[src/rtl/dpram_fifo_ctrl_2048_60bit.sv]
// ---------------------------------------------------------------------------
// dpram_fifo_ctrl_2048_60bit
//
// Show-ahead FIFO controller in front of a 2048x60 dual-port RAM. Port A is the
// write side, fed from an upstream valid/ready stream. Port B is the read side.
// A 2-entry output buffer hides the RAM's 1-cycle registered read latency, so
// the downstream stream can move one word per cycle.
//
// Ports:
//   clk, resetn           clock (rising edge), async active-low reset
//   flush                 synchronous clear of all contents (wins over all)
//   in_valid/in_ready     upstream handshake, in_data word
//   out_valid/out_ready   downstream handshake, out_data head word (registered)
//   count                 words held: RAM + in-flight read + output buffer
//   almost_full           count >= AF_LEVEL (watermark build only, else 0)
//   address_a/wren_a/data_a   RAM port A (write)
//   address_b/wren_b/data_b   RAM port B (read; wren_b/data_b tied to 0)
//   out_b                 RAM port B read data, valid 1 cycle after address_b
//
// Build option: define DPRAM_FIFO_WATERMARK_EN to enable the registered
// almost_full flag; otherwise almost_full is tied to 0.
// ---------------------------------------------------------------------------
module dpram_fifo_ctrl_2048_60bit #(
  parameter int unsigned AWIDTH    = 11,
  parameter int unsigned NUM_WORDS = 2048,
  parameter int unsigned DWIDTH    = 60,
  parameter int unsigned AF_LEVEL  = 1792
) (
  input  logic              clk,
  input  logic              resetn,
  input  logic              flush,
  input  logic              in_valid,
  output logic              in_ready,
  input  logic [DWIDTH-1:0] in_data,
  output logic              out_valid,
  input  logic              out_ready,
  output logic [DWIDTH-1:0] out_data,
  output logic [AWIDTH:0]   count,
  output logic              almost_full,
  output logic [AWIDTH-1:0] address_a,
  output logic              wren_a,
  output logic [DWIDTH-1:0] data_a,
  output logic [AWIDTH-1:0] address_b,
  output logic              wren_b,
  output logic [DWIDTH-1:0] data_b,
  input  logic [DWIDTH-1:0] out_b
);

  localparam logic [AWIDTH:0] LP_NUM_WORDS = NUM_WORDS[AWIDTH:0];
  localparam logic [AWIDTH:0] LP_AF_LEVEL  = AF_LEVEL[AWIDTH:0];

  // State
  logic [AWIDTH-1:0] r_wr_ptr;
  logic [AWIDTH-1:0] r_rd_ptr;
  logic [AWIDTH:0]   r_ram_cnt;
  logic              r_inflight;
  logic [1:0]        r_buf_occ;
  logic [DWIDTH-1:0] r_buf0;     // head
  logic [DWIDTH-1:0] r_buf1;

  // Next-state / combinational
  logic              w_push;
  logic              w_pop;
  logic              w_fetch;
  logic [2:0]        w_pending;
  logic [1:0]        w_occ_after_pop;
  logic [AWIDTH:0]   w_ram_cnt_nxt;
  logic [1:0]        w_buf_occ_nxt;
  logic              w_inflight_nxt;
  logic [DWIDTH-1:0] w_buf0_nxt;
  logic [DWIDTH-1:0] w_buf1_nxt;

  assign in_ready  = !flush && (r_ram_cnt < LP_NUM_WORDS);
  assign w_push    = in_valid && in_ready;
  assign out_valid = (r_buf_occ != 2'd0);
  assign w_pop     = out_valid && out_ready;

  // Words already headed for the buffer once this cycle's pop is taken out.
  // pop implies buf_occ >= 1, so this never underflows.
  assign w_pending = {1'b0, r_buf_occ} + {2'b00, r_inflight} - {2'b00, w_pop};
  // ram_cnt only counts words whose write edge has passed, so a fetched slot
  // is never the one being written this cycle.
  assign w_fetch   = !flush && (r_ram_cnt != '0) && (w_pending < 3'd2);

  assign wren_a    = w_push;
  assign address_a = r_wr_ptr;
  assign data_a    = in_data;

  assign address_b = r_rd_ptr;
  assign wren_b    = 1'b0;
  assign data_b    = '0;

  assign out_data  = r_buf0;
  assign count     = r_ram_cnt + (AWIDTH+1)'(r_inflight) + (AWIDTH+1)'(r_buf_occ);

  assign w_occ_after_pop = r_buf_occ - {1'b0, w_pop};

  always_comb begin
    w_ram_cnt_nxt  = r_ram_cnt;
    w_buf_occ_nxt  = r_buf_occ;
    w_inflight_nxt = w_fetch;
    w_buf0_nxt     = r_buf0;
    w_buf1_nxt     = r_buf1;
    if (flush) begin
      w_ram_cnt_nxt  = '0;
      w_buf_occ_nxt  = 2'd0;
      w_inflight_nxt = 1'b0;
      w_buf0_nxt     = '0;
      w_buf1_nxt     = '0;
    end else begin
      unique case ({w_push, w_fetch})
        2'b10:   w_ram_cnt_nxt = r_ram_cnt + 1'b1;
        2'b01:   w_ram_cnt_nxt = r_ram_cnt - 1'b1;
        default: w_ram_cnt_nxt = r_ram_cnt;
      endcase
      // Popping a full buffer shifts the second entry to the head.
      if (w_pop && (r_buf_occ == 2'd2)) begin
        w_buf0_nxt = r_buf1;
      end
      // Returning read data lands in the first free slot after the pop.
      if (r_inflight) begin
        if (w_occ_after_pop == 2'd0) begin
          w_buf0_nxt = out_b;
        end else begin
          w_buf1_nxt = out_b;
        end
      end
      w_buf_occ_nxt = w_occ_after_pop + {1'b0, r_inflight};
    end
  end

  always_ff @(posedge clk or negedge resetn) begin
    if (!resetn) begin
      r_wr_ptr   <= '0;
      r_rd_ptr   <= '0;
      r_ram_cnt  <= '0;
      r_inflight <= 1'b0;
      r_buf_occ  <= 2'd0;
      r_buf0     <= '0;
      r_buf1     <= '0;
    end else begin
      if (flush) begin
        r_wr_ptr <= '0;
        r_rd_ptr <= '0;
      end else begin
        if (w_push)  r_wr_ptr <= r_wr_ptr + AWIDTH'(1);
        if (w_fetch) r_rd_ptr <= r_rd_ptr + AWIDTH'(1);
      end
      r_ram_cnt  <= w_ram_cnt_nxt;
      r_inflight <= w_inflight_nxt;
      r_buf_occ  <= w_buf_occ_nxt;
      r_buf0     <= w_buf0_nxt;
      r_buf1     <= w_buf1_nxt;
    end
  end

`ifdef DPRAM_FIFO_WATERMARK_EN
  // Registered from the next-state count so the flag lines up with count.
  logic            r_almost_full;
  logic [AWIDTH:0] w_count_nxt;

  assign w_count_nxt = w_ram_cnt_nxt + (AWIDTH+1)'(w_inflight_nxt)
                     + (AWIDTH+1)'(w_buf_occ_nxt);

  always_ff @(posedge clk or negedge resetn) begin
    if (!resetn) begin
      r_almost_full <= 1'b0;
    end else begin
      r_almost_full <= (w_count_nxt >= LP_AF_LEVEL);
    end
  end

  assign almost_full = r_almost_full;
`else
  logic w_unused_af;
  assign w_unused_af = ^LP_AF_LEVEL;
  assign almost_full = 1'b0;
`endif

endmodule

[config.mk]
export PLATFORM = sky130hd
export DESIGN_NAME = dpram_fifo_ctrl_2048_60bit
export DESIGN_NICKNAME = d
export VERILOG_FILES = /design/src/rtl/dpram_fifo_ctrl_2048_60bit.sv
export SDC_FILE = /design/constraint.sdc
export NUM_CORES = 1
export LEC_CHECK = 0
export ABC_CLOCK_PERIOD_IN_PS = 10600
export CAP_MARGIN = 20
export CORE_UTILIZATION = 25
export DETAILED_ROUTE_END_ITERATION = 16
export DONT_BUFFER_PORTS = 1
export PLACE_DENSITY = 0.45
export SLEW_MARGIN = 20
export SYNTH_ARGS = -nofsm -noshare
export SYNTH_HDL_FRONTEND = slang
export SYNTH_SLANG_ARGS = --single-unit
[constraint.sdc]
create_clock -name clk -period 10.6 [get_ports clk]
set_input_delay 2.12 -clock clk [delete_from_list [all_inputs] [get_ports clk]]
set_output_delay 2.12 -clock clk [all_outputs]
set_load 0.01 [all_outputs]
# After elaboration in Yosys (flattened, before gate mapping)

Index checks and enable logic that the tools add are counted.

Eq/ne operators: 4
Add/subtract/negate cells: 10
Reductions and logical operators: 15
Multiplexer cells: 15
Order comparisons: 2

Operators with widths:

| operator                                           | count |
|---|---|
| 2-to-1 mux 60 bit                                  | 7 |
| 2-to-1 mux 11 bit                                  | 4 |
| one-hot mux 12 bit (2 select lines)                | 1 |
| adder 11 x 1 -> 11 bit, second input constant      | 2 |
| adder 12 x 1 -> 12 bit                             | 1 |
| adder 12 x 1 -> 12 bit, second input constant      | 1 |
| adder 12 x 2 -> 12 bit                             | 1 |
| < comparator 12 bit, second input constant         | 1 |
| 2-to-1 mux 12 bit                                  | 1 |
| nonzero test 12 bit                                | 1 |
| subtractor 12 x 1 -> 12 bit, second input constant | 1 |
| nonzero test 2 bit                                 | 4 |
| logical AND 1 bit                                  | 6 |
| == test 2 bit, second input constant               | 2 |
| adder 2 x 1 -> 3 bit                               | 1 |
| < comparator 3 x 2 -> 1 bit, second input constant | 1 |
| nonzero test 3 bit                                 | 1 |
| subtractor 3 x 1 -> 3 bit                          | 1 |
| adder 2 x 1 -> 2 bit                               | 1 |
| == test 2 x 1 -> 1 bit, second input constant      | 1 |
| zero test 2 bit                                    | 1 |
| 2-to-1 mux 2 bit                                   | 1 |
| inequality test 2 bit, second input constant       | 1 |
| AND reduction 2 bit                                | 1 |
| 3 further kinds                                    | 3 |

Flip-flop bits (word level): 157
Word-level logic and storage cells: 53
Input bits: 125

# Depth between registers and ports, before layout

Depth after elaboration: 8
Gate-level depth with buffers: 18
Depth with buffers taken out: 17

# Worst setup path after synthesis

OpenSTA, ideal clock, no wires.

Kind: input to register
Start point: in out_ready
End point: reg r_ram_cnt[11]
Stages: 16
Arrival time: 5793 ps
Buffers on the path: 1
Path slack: 4721 ps
Cell sequence: and2_1 ha_1 inv_1 nand2_1 fa_1 nand2b_1 a311oi_2 buf_2 nor2b_1 ha_1 a21oi_1 o21ai_0 or3_1 o22a_1 mux2i_1 nor3_1

Longest elaborated chain between the ends: 7
Elaborated cells on any way between the ends: 9
Those cells by class: add/sub (1); order compare (1); eq/ne (2); mux (2); reduce/logical (3)

Ends and longest elaborated chain:

| element                                                 | line | RTL |
|---|---|---|
| from (decl)                                             | 36   | `input logic out_ready,` |
| logical AND 1 bit (*)                                   | 76   | `assign w_pop = out_valid && out_ready;` |
| subtractor 3 x 1 -> 3 bit (*)                           | 80   | `assign w_pending = {1'b0, r_buf_occ} + {2'b00, r_inflight} - {2'b00, w_pop};` |
| < comparator 3 x 2 -> 1 bit (*)                         | 83   | `assign w_fetch = !flush && (r_ram_cnt != '0) && (w_pending < 3'd2);` |
| logical AND 1 bit (*)                                   | 83   |  |
| == test 2 x 1 -> 1 bit or == test 2 bit (tied branches) | 111  | `unique case ({w_push, w_fetch})` |
| one-hot mux 12 bit (2 select lines)                     | 111  |  |
| 2-to-1 mux 12 bit                                       | 104  | `if (flush) begin` |
| to (signal assigned)                                    | 149  | `r_ram_cnt <= w_ram_cnt_nxt;` |
| to (decl)                                               | 55   | `logic [AWIDTH:0] r_ram_cnt;` |

Every way passes the cells marked *; elsewhere a longest branch is shown, timed or not.
A chain may end at the register's enable or synchronous reset.

# Worst setup path in the final report

Start point: in out_ready
End point: reg r_ram_cnt[10]

Same word-level chain as after synthesis.

==> impl_metrics.yaml <==
run_status:
  status: "finished clean"
synthesis:
  yosys.area.top_type: "dfrtp_1"
  synthesis.yosys.warnings: 0
  postSynth.asyncResetShare_pct: 100
  register_bit_count_reported_by_yosys: 157
  synth_edf_count: 0
  yosysMostFrequentCell: "dfrtp_1"
  synthTopCellsByArea: "dfrtp_1 (47%), buf_4 (11%), mux2i_1 (8.6%), a22o_1 (6.3%), a211oi_1 (5.4%)"
  synth-seq-area-share_pct: 47.0
  synth_top_area_share_pct: 47.0
  avgSynthCellArea_sq_um: 10.6
  synthTopCellsByCount: "dfrtp_1 (157), buf_4 (123), nor2_1 (92), mux2i_1 (72)"
  synthFlopType: "dfrtp_1"
  syn_inst: 790
  syn_area_sq_um: 8360
  synth_cell_types: 48
power:
  overall_power_mw: 2.39
  ir_worst_vdd_mv: 0.104
  total_leakage_power_nw: 4.31
  pwr_per_cell_area_nw_per_um2: 273
die:
  boundaryPins: 344
  design.core.area_sq_um: 32700
  num_rows: 66
  initial_core_util_pct: 25.6
  dieHeight_um: 185
  die-width_um: 185
  fp.dieArea_sq_um: 34200
layout:
  seqCellArea_sq_um: 3930
  design.final.nets: 852
  area.growth.synth_to_final_pct: 4.70
  insertedDiodeCount: 0
  area_of_the_multi_input_gates_sq_um: 3520
  utilization_pct: 26.8
  fillCellCount: 3485
  post_route_cells_drive_above_1_share_pct: 6.11
drt:
  totalWireLength_mm: 20.2
  via_per_inst: 4.52
  dr.pass1.iters: 4
  drt_iter0_markers: 239
  detailroute.via_count: 5258
  drtAntennaViolNets: 0
  routed_len_inst_um: 17.4
  drc: 0
timing:
  rsz0062_at_grt: "false"
  tightest_slew_ps: 974
  period_needed_ps: 5810
  layout_worst_path_cycle_share_pct: 54.8
  pins_over_slew_limit: 0
  timing.clock.skew_ps: 8.82
  setup-violations-final: 0
  worst_slack_ps: 4790
  max_clock_freq_mhz: 172
  slew_headroom_pct: 34.9
  setup_total_negative_slack_ps: 0
  fin_worst_hold_slack_ps: 502
  timing.final.hold_violations: 0
worst_setup_path:
  slowest_stage: "nor2b_1"
  criticalPathCategory: "input port to flop"
  path_cells: "and2_1 -> ha_1 -> inv_1 -> nand2_1 -> fa_1 -> nand2b_1 -> a311oi_2 -> buf_4 -> nor2b_1 -> ha_1 -> and3_1 -> a221oi_1 -> o221ai_1 -> xor2_1 -> mux2i_1 -> nor2_1"
  critical_path_s_largest_stage_delay_ps: 720
  cp_data_arrival_time_ps: 6150
  critPathMaxFanout: 14
  critPathRequiredTime_ps: 10940
  critical_path.startpoint_type: "input port"
  worst_path_most_repeated_cell: "ha_1"
  worstSetupEndpointType: "flop"
clock_network:
  cts_made_buffers: 17
  cts_htree_levels: 4
  post-cts-setup-buffer-count: 0
  clk_latency_ps: 440
  buffer_type_at_the_clock_tree_root: "clkbuf_16"
  max-clock-path-buffers: 2
  postCtsResizedCells: 0
  cts_tree: "built"
  postCtsHoldBufs: 0
  clock_slew_at_reported_path_ffs_ps: 70
  clock_sinks: 157
global_route:
  antenna_found_initial: 0
  grt_pass1_vias: 5305
  largest_net_degree_at_the_start_of_global_routing: 158
  grt_util_met1_pct: 15.2
  met2_usage_pct: 18.0
  overflow: 0
  global_route_met3_utilization_pct: 5.25
  global_route_wire_length_before_repair_mm: 31.2
  busiest_layer: "met2"
  grt_util_all_layers_pct: 12.1
placement:
  detailed_place_hpwl_mm: 12.4
  pre_cts_ws_ps: 4330
  io_buffer_count: 0
  globalplace.congestion: 0.742
worst_hold_path:
  timing.hold.worst.class: "flop to flop"
job:
  maxCapViolations: 0
==> kinds of logic (layout without fill, tap and decap cells) <==
| group | Yosys count | count (layout) | synth area share [%] |
|---|---|---|---|
| AO/OA/AOI/OAI | 162 | 162 | 15.1 |
| XOR/XNOR | 30 | 30 | 3.14 |
| adder cells (fa/ha/maj) | 20 | 20 | 3.35 |
| buffers and inverters | 185 | 54 | 14.0 |
| flip-flops | 157 | 157 | 47.0 |
| multiplexers | 72 | 72 | 8.62 |
| other | 1 | 62 | 0.0449 |
| AND/OR/NAND/NOR | 163 | 163 | 8.77 |
==> cell type report <==
class,instances,area share (%)
flip-flops and latches,157,44.9
multi-input cells,509,40.2
well taps,442,6.32
clock buffers,21,5.26
clock inverters,11,2.16
inverters,17,0.729
repair buffers,5,0.429
==> metrics by stage <==
stage	cells	instance area [sq um]
6_report	1162	8750
5_1_grt	1162	8750
4_1_cts	1162	8750
3_5_place_dp	1130	8100
3_3_place_gp	1130	8100
2_1_floorplan	851	8590
==> worst paths after layout <==
kind,to,from,cells past startpoint,slack (ps)
worst max register to register,r_ram_cnt[10]$_DFFE_PN0P_,r_buf_occ[1]$_DFF_PN0_,18,5650
min in group asynchronous,r_buf1[26]$_DFFE_PN0P_,resetn,0,1370
max in group asynchronous,address_a[8]$_DFFE_PN0P_,resetn,0,8880
worst max-delay path,r_ram_cnt[10]$_DFFE_PN0P_,out_ready,16,4790
worst min register to register,r_buf1[2]$_DFFE_PN0P_,r_buf1[2]$_DFFE_PN0P_,1,500
worst min-delay path,r_buf1[2]$_DFFE_PN0P_,r_buf1[2]$_DFFE_PN0P_,1,500
==> worst max-delay path, delay by kind of cell <==
kind,cells,cell delay [ps]
compound gates,3,920
fa+ha+maj,3,1220
buf+inv,2,330
xor+xnor,1,170
simple gates,6,1240
mux,1,130
==> power by group <==
part / internal [mW] / switching, mW / total [mW]
Clock: 0.430 / 0.265 / 0.694
Combinational: 0.310 / 0.444 / 0.753
Sequential: 0.751 / 0.192 / 0.943
==> placed cells by master (no fill, tap or decap), types with 5 or more instances in the layout <==
master	instances
or3_1	6
nand2_1	18
mux2i_1	72
nor2_1	92
inv_1	16
o21ai_0	13
buf_4	5
bufinv_16	5
nand4_1	12
xnor2_1	15
dfrtp_1	157
conb_1	62
nand3_1	10
a22o_1	60
clkbuf_16	17
xor2_1	15
a211oi_1	60
a21oi_1	9
ha_1	16
and3_1	5
==> flip-flops by register name (all words and copies together), names as in the netlist <==
signal / count
r_inflight: 1
out_data: 60
address_a: 11
r_ram_cnt: 12
address_b: 11
r_buf_occ: 2
r_buf1: 60
==> per-layer routing <==
| layer | vias up | wire length [um] |
|---|---|---|
| met5 | - | 0 |
| met2 | 163 | 9100 |
| met3 | 27 | 1870 |
| met1 | 2624 | 8840 |
| li1 | 2444 | - |
| met4 | 0 | 361 |
Power figures use the tool's default switching activity.
